## src/rtl/ccu_snoop_arbiter_pkg.sv

```systemverilog
// Types shared by the snoop arbiter and its bench: AC/CR/CD channel payloads and the
// requester-side snoop request/response bundles (field layout follows ace_pkg).
package ccu_snoop_arbiter_pkg;

  localparam int unsigned AddrWidth = 16;
  localparam int unsigned DataWidth = 32;

  typedef struct packed {
    logic [AddrWidth-1:0] addr;
    logic [3:0]           snoop;
    logic [2:0]           prot;
  } ac_chan_t;

  // Bit order matches CRRESP[4:0].
  typedef struct packed {
    logic WasUnique;
    logic IsShared;
    logic PassDirty;
    logic Error;
    logic DataTransfer;
  } cr_resp_t;

  typedef struct packed {
    logic [DataWidth-1:0] data;
    logic                 last;
  } cd_chan_t;

  typedef struct packed {
    logic     ac_valid;
    ac_chan_t ac;
    logic     cr_ready;
    logic     cd_ready;
  } ccu_snoop_req_t;

  typedef struct packed {
    logic     ac_ready;
    logic     cr_valid;
    cr_resp_t cr_resp;
    logic     cd_valid;
    cd_chan_t cd;
  } ccu_snoop_resp_t;

endpackage

```

## src/rtl/stream_fifo.sv

```systemverilog
// Small valid/ready FIFO used to remember requester order for CR and CD routing.
// No fall-through: a pushed entry appears at data_o one cycle later at the earliest.
// Ports: clk_i, rst_ni (sync, active-low), data_i/valid_i/ready_o (push side),
//        data_o/valid_o/ready_i (pop side).
module stream_fifo #(
  parameter int unsigned Depth = 4,
  parameter type         T     = logic
) (
  input  logic clk_i,
  input  logic rst_ni,
  input  T     data_i,
  input  logic valid_i,
  output logic ready_o,
  output T     data_o,
  output logic valid_o,
  input  logic ready_i
);

  localparam int unsigned PtrWidth = (Depth > 1) ? $clog2(Depth) : 1;
  localparam int unsigned CntWidth = $clog2(Depth + 1);

  typedef logic [PtrWidth-1:0] ptr_t;
  typedef logic [CntWidth-1:0] cnt_t;

  T     mem_q [Depth];
  ptr_t wr_ptr_q, wr_ptr_d;
  ptr_t rd_ptr_q, rd_ptr_d;
  cnt_t cnt_q, cnt_d;
  logic push, pop;

  // Explicit wrap so non-power-of-two depths work.
  function automatic ptr_t ptr_inc(input ptr_t p);
    return (32'(p) == Depth - 1) ? '0 : p + ptr_t'(1);
  endfunction

  assign ready_o = (32'(cnt_q) != Depth);
  assign valid_o = (cnt_q != '0);
  assign data_o  = mem_q[rd_ptr_q];
  assign push    = valid_i & ready_o;
  assign pop     = valid_o & ready_i;

  always_comb begin
    wr_ptr_d = push ? ptr_inc(wr_ptr_q) : wr_ptr_q;
    rd_ptr_d = pop  ? ptr_inc(rd_ptr_q) : rd_ptr_q;
    cnt_d    = cnt_q;
    if (push && !pop) begin
      cnt_d = cnt_q + cnt_t'(1);
    end else if (pop && !push) begin
      cnt_d = cnt_q - cnt_t'(1);
    end
  end

  always_ff @(posedge clk_i) begin
    if (!rst_ni) begin
      wr_ptr_q <= '0;
      rd_ptr_q <= '0;
      cnt_q    <= '0;
    end else begin
      wr_ptr_q <= wr_ptr_d;
      rd_ptr_q <= rd_ptr_d;
      cnt_q    <= cnt_d;
    end
  end

  // Storage needs no reset; occupancy alone decides what is visible.
  always_ff @(posedge clk_i) begin
    if (push) begin
      mem_q[wr_ptr_q] <= data_i;
    end
  end

endmodule

```

## src/rtl/ccu_snoop_arbiter.sv

```systemverilog
// Merges NumReq snoop requesters onto one snoop crossbar port.
// AC is arbitrated round-robin and locked until handshake; CR and CD are routed back in
// AC order via two order FIFOs (CR order, then CD order for responses carrying data).
// Ports: clk_i, rst_ni (sync, active-low), slv_snoop_req_i/slv_snoop_resp_o (per
//        requester), mst_snoop_req_o/mst_snoop_resp_i (toward the crossbar).
module ccu_snoop_arbiter import ccu_snoop_arbiter_pkg::*; #(
  parameter int unsigned NumReq       = 2,
  parameter int unsigned OrderDepth   = 4,
  parameter type         snoop_req_t  = ccu_snoop_req_t,
  parameter type         snoop_resp_t = ccu_snoop_resp_t
) (
  input  logic        clk_i,
  input  logic        rst_ni,
  input  snoop_req_t  slv_snoop_req_i  [NumReq],
  output snoop_resp_t slv_snoop_resp_o [NumReq],
  output snoop_req_t  mst_snoop_req_o,
  input  snoop_resp_t mst_snoop_resp_i
);

  localparam int unsigned IdxWidth = (NumReq > 1) ? $clog2(NumReq) : 1;
  typedef logic [IdxWidth-1:0] idx_t;

  idx_t rr_q, rr_d;
  logic lock_q, lock_d;
  idx_t lock_idx_q, lock_idx_d;

  idx_t gnt_idx;
  logic gnt_valid;

  logic cr_fifo_ready, cr_fifo_valid;
  logic cd_fifo_ready, cd_fifo_valid;
  idx_t cr_head, cd_head;

  logic mst_ac_valid, mst_cr_ready, mst_cd_ready;
  logic ac_hs, cr_hs, cr_dt, cr_block, cd_push, cd_pop;

  // Round-robin search starting at rr_q; a locked grant overrides the search.
  always_comb begin
    gnt_idx   = lock_idx_q;
    gnt_valid = 1'b0;
    if (lock_q) begin
      gnt_valid = 1'b1;
    end else begin
      for (int unsigned i = 0; i < NumReq; i++) begin
        if (!gnt_valid && slv_snoop_req_i[(32'(rr_q) + i) % NumReq].ac_valid) begin
          gnt_valid = 1'b1;
          gnt_idx   = idx_t'((32'(rr_q) + i) % NumReq);
        end
      end
    end
  end

  assign mst_ac_valid = rst_ni & gnt_valid & cr_fifo_ready;
  assign ac_hs        = mst_ac_valid & mst_snoop_resp_i.ac_ready;

  always_comb begin
    rr_d       = rr_q;
    lock_d     = lock_q;
    lock_idx_d = lock_idx_q;
    if (ac_hs) begin
      lock_d = 1'b0;
      rr_d   = (32'(gnt_idx) == NumReq - 1) ? '0 : gnt_idx + idx_t'(1);
    end else if (mst_ac_valid) begin
      lock_d     = 1'b1;
      lock_idx_d = gnt_idx;
    end
  end

  // A data-carrying CR must not complete unless the CD order FIFO can take its index.
  assign cr_dt        = mst_snoop_resp_i.cr_resp.DataTransfer;
  assign cr_block     = cr_dt & ~cd_fifo_ready;
  assign mst_cr_ready = rst_ni & cr_fifo_valid & ~cr_block & slv_snoop_req_i[cr_head].cr_ready;
  assign cr_hs        = mst_snoop_resp_i.cr_valid & mst_cr_ready;
  assign cd_push      = cr_hs & cr_dt;

  assign mst_cd_ready = rst_ni & cd_fifo_valid & slv_snoop_req_i[cd_head].cd_ready;
  assign cd_pop       = mst_snoop_resp_i.cd_valid & mst_cd_ready & mst_snoop_resp_i.cd.last;

  always_comb begin
    mst_snoop_req_o          = '0;
    mst_snoop_req_o.ac_valid = mst_ac_valid;
    mst_snoop_req_o.cr_ready = mst_cr_ready;
    mst_snoop_req_o.cd_ready = mst_cd_ready;
    if (mst_ac_valid) begin
      mst_snoop_req_o.ac = slv_snoop_req_i[gnt_idx].ac;
    end

    for (int unsigned i = 0; i < NumReq; i++) begin
      slv_snoop_resp_o[i] = '0;
    end
    if (mst_ac_valid) begin
      slv_snoop_resp_o[gnt_idx].ac_ready = mst_snoop_resp_i.ac_ready;
    end
    // CR valid is withheld while blocked so the requester never sees a one-sided handshake.
    if (rst_ni && cr_fifo_valid) begin
      slv_snoop_resp_o[cr_head].cr_valid = mst_snoop_resp_i.cr_valid & ~cr_block;
      slv_snoop_resp_o[cr_head].cr_resp  = mst_snoop_resp_i.cr_resp;
    end
    if (rst_ni && cd_fifo_valid) begin
      slv_snoop_resp_o[cd_head].cd_valid = mst_snoop_resp_i.cd_valid;
      slv_snoop_resp_o[cd_head].cd       = mst_snoop_resp_i.cd;
    end
  end

  stream_fifo #(
    .Depth (OrderDepth),
    .T     (idx_t)
  ) u_cr_order (
    .clk_i   (clk_i),
    .rst_ni  (rst_ni),
    .data_i  (gnt_idx),
    .valid_i (ac_hs),
    .ready_o (cr_fifo_ready),
    .data_o  (cr_head),
    .valid_o (cr_fifo_valid),
    .ready_i (cr_hs)
  );

  stream_fifo #(
    .Depth (OrderDepth),
    .T     (idx_t)
  ) u_cd_order (
    .clk_i   (clk_i),
    .rst_ni  (rst_ni),
    .data_i  (cr_head),
    .valid_i (cd_push),
    .ready_o (cd_fifo_ready),
    .data_o  (cd_head),
    .valid_o (cd_fifo_valid),
    .ready_i (cd_pop)
  );

  always_ff @(posedge clk_i) begin
    if (!rst_ni) begin
      rr_q       <= '0;
      lock_q     <= 1'b0;
      lock_idx_q <= '0;
    end else begin
      rr_q       <= rr_d;
      lock_q     <= lock_d;
      lock_idx_q <= lock_idx_d;
    end
  end

endmodule

```

## config.mk

```make
export PLATFORM = sky130hd
export DESIGN_NAME = ccu_snoop_arbiter
export DESIGN_NICKNAME = d
export VERILOG_FILES = /design/src/rtl/ccu_snoop_arbiter_pkg.sv /design/src/rtl/stream_fifo.sv /design/src/rtl/ccu_snoop_arbiter.sv
export SDC_FILE = /design/constraint.sdc
export NUM_CORES = 1
export LEC_CHECK = 0
export BUFFER_PORTS_ARGS = -buffer_cell sky130_fd_sc_hd__buf_2
export CELL_PAD_IN_SITES_DETAIL_PLACEMENT = 0
export CELL_PAD_IN_SITES_GLOBAL_PLACEMENT = 1
export CORE_MARGIN = 2
export CORE_UTILIZATION = 25
export CTS_BUF_LIST = sky130_fd_sc_hd__clkbuf_8
export DETAILED_ROUTE_END_ITERATION = 10
export GPL_TIMING_DRIVEN = 1
export PLACE_DENSITY_LB_ADDON = 0.1
export SYNTH_ARGS = -nofsm -noshare
export SYNTH_HDL_FRONTEND = slang
export SYNTH_SLANG_ARGS = --single-unit
```

## constraint.sdc

```tcl
create_clock -name clk_i -period 4 [get_ports clk_i]
set_input_delay 0.8 -clock clk_i [delete_from_list [all_inputs] [get_ports clk_i]]
set_output_delay 0.8 -clock clk_i [all_outputs]
set_load 0.01 [all_outputs]
```

Word-level counts from Yosys, hierarchy flattened
Memories as Yosys holds them, arrays and structs flattened. A register that Yosys moved wholly into a read port is not among the register bits.
Index checks and enable logic that the tools add are counted.
- bits in registers: 17
- bits in writable memories: 8
- input bits: 95
- output and inout bits: 108
- word-level logic and storage cells: 141
- memories kept: 2
- $add $sub $neg: 10
- magnitude comparators: 8
- equality and inequality tests: 6
- muxes and demuxes: 57
- bitwise operators: 28
- reduce and logical (&&, ||, !) cells: 21
- memories (name ; words ; width ; read ports ; clocked after memory_dff ; wr ports ; RTL line ; text):
    u_cd_order.mem_q ; 4 ; 1 ; 1 ; 1 ; 1 ; stream_fifo.sv:25 ; T mem_q [Depth];
    u_cr_order.mem_q ; 4 ; 1 ; 1 ; 1 ; 1 ; stream_fifo.sv:25 ;
- operator list (cell ; count):
    82-bit bitwise mux ; 4
    82-bit two-way mux ; 3
    41-bit demux with 1-bit select ; 5
    26-bit two-way mux ; 6
    82-bit bitwise AND ; 1
    25-bit two-way mux ; 3
    33-bit by 2-bit greater-or-equal comparator with 1-bit output (second input constant) ; 2
    1-bit inverter with 33-bit output ; 2
    41-bit two-way mux ; 1
    40-bit two-way mux ; 1
    39-bit two-way mux ; 1
    34-bit two-way mux ; 1
    33-bit two-way mux ; 1
    23-bit two-way mux ; 1
    2-bit two-way mux ; 11
    1-bit bitwise AND ; 18
    1-bit two-way mux ; 15
    3-bit two-way mux ; 4
    1-bit logical AND ; 10
    2-bit by 1-bit adder with 2-bit output (second input constant) ; 4
    2-bit equality test (second input constant) ; 4
    3-bit by 1-bit adder with 3-bit output (second input constant) ; 2
    2-bit greater-or-equal comparator (second input constant) ; 3
    2-bit by 1-bit less-than comparator with 1-bit output (second input constant) ; 3
    other kinds (10) ; 24

Depth between registers and ports, before layout
- depth in word-level cells: 23
- gate-level depth with buffers: 10
- depth with buffers taken out: 9

Cells and area by module
From an unflattened synthesis, not the netlist that was laid out.
- cells, all modules: 336
- area, all modules: 2940.3 µm²
- modules (own cells, without submodules) (module ; instances ; cells each ; area an instance (µm²) ; seq. area each (µm²)):
    ccu_snoop_arbiter ; 1 ; 224 ; 1684.1 ; 60.1
    stream_fifo ; 2 ; 56 ; 628.1 ; 300.3

Worst setup path before layout
No wires, ideal clock.
- path type: register -> register
- start point: register with a tool-made name
- end point: register u_cd_order.cnt_q[2]
- setup time: 72 ps
- data arrival time: 2821 ps
- data required time: 3928 ps
- slack: 1107 ps
- cell stages (with the launch flop): 11
- buffers on the path: 1
- period minus slack after synthesis: 2893 ps
- cell sequence: dfxtp_1 mux4_2 buf_6 mux2i_4 a2111oi_4 ha_1 inv_1 fa_1 xor2_1 or3_1 a21oi_1
- RTL lines (item ; RTL line ; text):
    end signal: assignment ; stream_fifo.sv:61 ; cnt_q <= cnt_d;
    end: declaration ; stream_fifo.sv:28 ; cnt_t cnt_q, cnt_d;

==> impl_metrics.py <==
metrics = {
    "cts": {
        "worstSkewPairLatency_ps": 280,
        "cts_root_buf": "clkbuf_8",
        "holdBufCountCts": 0,
        "numCtsBuffers": 5,
        "post_cts_buffers": 0,
        "clock_path_buffers": 2,
        "cts.htree.levels": 2,
        "clock-sinks": 29,
        "ctsResizeCount": 0,
        "clk_pin_slew_ps": 60,
        "cts_tree": "built",
    },
    "placed_design": {
        "hpwl_mm": 6.31,
        "dp_slack_ps": 480,
        "portBuffers": 202,
        "place_congestion": 0.757,
    },
    "global_route": {
        "grtUsageTotal": 0.149,
        "grt_pass1_vias": 2533,
        "grt_pass1_wl_mm": 12.1,
        "grt_max_degree": 36,
        "overflow": 0,
        "antenna_found_initial": 0,
    },
    "routing": {
        "ant_nets": 0,
        "viasPerCell": 4.40,
        "drt_iter0_markers": 80,
        "vias": 2863,
        "wirelength_mm": 8.00,
        "wl_per_cell_um": 12.3,
        "drc": 0,
        "firstDrtPassIters": 4,
    },
    "timing": {
        "worst_slew_pin_slew_ps": 817,
        "whs_ps": 497,
        "fin_crit_ps": 3210,
        "max_freq_mhz": 311,
        "timing.final.crit_share": 0.803,
        "hold_violations": 0,
        "setup_ws_ps": 787,
        "finalMaxSlewViolations": 0,
        "slew_headroom": 0.454,
        "setup_viol": 0,
        "rsz0062_at_grt": "false",
        "tns_ps": 0,
        "skew_ps": 6.47,
    },
    "final_layout": {
        "nets": 647,
        "n_fill_cell": 1021,
        "synthToLayoutAreaGrowth_pct": 49.5,
        "drive_gt1_frac": 0.432,
        "diodes": 0,
    },
    "logic_synthesis": {
        "ys_warn_count": 0,
        "synth.top_cell.area_share": 0.179,
        "synth_top_area_cell": "dfxtp_1",
        "syn_nets": 455,
        "async_flop_share": 0,
        "ys_seq_elements": 29,
        "synth_most_common_cell": "nand2_1",
        "syn_area_mm2": 0.00235,
        "synth_cell_types": 42,
        "postSynthCellCount": 346,
        "ys_top_cells_by_area": "dfxtp_1 18%, nand2_1 14%, nor2_1 13%",
        "syn_avg_cell_area_um2": 6.80,
        "synth_edf_count": 8,
        "synth_common_cells": "90 x nand2_1, 84 x nor2_1, 28 x a21oi_1",
        "synthFlopType": "dfxtp_1",
        "yosysSeqAreaShare": 0.281,
    },
    "floorplanning": {
        "core_area_mm2": 0.00920,
        "die_area_mm2": 0.0102,
        "fp.dieH_um": 101,
        "die_w_um": 101,
        "num_io_pins": 203,
        "start_util": 0.256,
        "row_count": 35,
    },
    "flow_run": {
        "drv_cap": 0,
    },
    "critical_path": {
        "end_kind": "register",
        "path_cells": "mux4_2 > mux2i_4 > a2111oi_4 > ha_1 > inv_1 > fa_1 > xor2_1 > or3_1 > a21oi_1",
        "worstPathRequired_ps": 4210,
        "cp_max_fo": 12,
        "critPathLaunchType": "register",
        "critical_path_class": "reg -> reg",
        "slowest_delay_ps": 630,
        "arrival_ps": 3420,
        "cp_num_buf_inv": 1,
        "crit_family": "multiplexers",
        "cp_slowest_cell": "mux4_2",
    },
    "pwr": {
        "powerDensity_mw_per_mm2": 242,
        "power_leakage_nw": 1.97,
        "peakVddDrop_v": 0.000160,
    },
    "min_path": {
        "min_path_type": "reg -> reg",
    },
    "outcome": {
        "run_status": "finished, final reports clean",
    },
}
==> routing by layer <==
metal / wire [µm] / up-vias / global-route usage
met3: 534 / 7 / 0.0395
met1: 3240 / 1237 / 0.166
met4: 74 / 0 / 0.0239
met5: 0 / - / 0
li1: - / 1499 / -
met2: 4150 / 120 / 0.286
==> power breakdown <==
group | internal, mW | leakage (nW) | total, mW | switching [mW]
Sequential | 0.318 | 0.243 | 0.334 | 0.0159
Combinational | 0.128 | 1.68 | 0.294 | 0.166
Clock | 0.116 | 0.0519 | 0.223 | 0.107
==> logic make-up (layout without fill, tap and decap cells) <==
| group | after synthesis | after routing | share of synthesized area |
|---|---|---|---|
| buf+inv | 37 | 230 | 0.0718 |
| mux | 11 | 11 | 0.0633 |
| flops | 29 | 29 | 0.281 |
| xor+xnor | 4 | 4 | 0.0149 |
| simple gates | 207 | 207 | 0.372 |
| compound gates | 44 | 44 | 0.116 |
| fa+ha+maj | 14 | 14 | 0.0809 |
==> placed cells by master, fill, tap and decap left out, types with 2 or more instances in the layout <==
cell,synthesis,routed
nor4_1,2,2
nand3_1,2,2
ha_1,12,12
clkinv_1,2,2
inv_1,13,16
or2_2,3,3
a21oi_1,28,28
nor3b_1,2,2
dfxtp_1,21,21
clkbuf_8,1,5
o211ai_1,2,2
xor2_1,4,4
o31a_1,2,2
mux4_2,2,2
and3_2,3,3
fa_1,2,2
a31o_2,2,2
nor2b_1,3,3
edfxtp_1,8,8
nand2_1,90,90
buf_2,1,202
and3_1,3,3
or3_1,3,3
and2_2,4,4
buf_4,3,5
mux2i_1,7,7
and2_1,4,4
nor2_1,84,84
o21ai_0,5,5
==> layout make-up <==
cell class	instances	area, µm²	area share
multi-input combinational	280	1530	0.436
timing repair buffer	207	1050	0.298
sequential	29	661	0.188
tap	111	139	0.0395
clock buffer	5	68.8	0.0196
inverter	15	56.3	0.0160
clock inverter	3	11.3	0.00320
==> final timing paths <==
check	end	startpoint	slack [ps]	cells past startpoint
worst max-delay path	u_cd_order.cnt_q[2]	u_cr_order.mem_q[2]	790	9
worst min-delay path	u_cr_order.wr_ptr_q[1]	u_cr_order.wr_ptr_q[1]	500	2
worst max register to register	u_cd_order.cnt_q[2]	u_cr_order.mem_q[2]	790	9
worst min register to register	u_cr_order.wr_ptr_q[1]	u_cr_order.wr_ptr_q[1]	500	2
==> through the flow <==
| step | instance area [µm²] | util | power [mW] | cells |
|---|---|---|---|---|
| after floorplan | 2350 | - | 0.516 | 346 |
| after global placement | 3440 | 0.374 | 0.636 | 642 |
| after detailed placement | 3440 | 0.374 | 0.637 | 642 |
| after CTS | 3520 | 0.382 | 0.864 | 650 |
| after global routing | 3520 | 0.382 | 0.913 | 650 |
| final | 3520 | 0.382 | 0.850 | 650 |
==> worst reg2reg max path, stage by stage, from the launching register on <==
cell,delay [ps]
edfxtp_1,360
mux4_2,630
mux2i_4,270
a2111oi_4,510
ha_1,280
inv_1,70
fa_1,390
xor2_1,180
or3_1,300
a21oi_1,140
(Power assumes the default switching activity.)
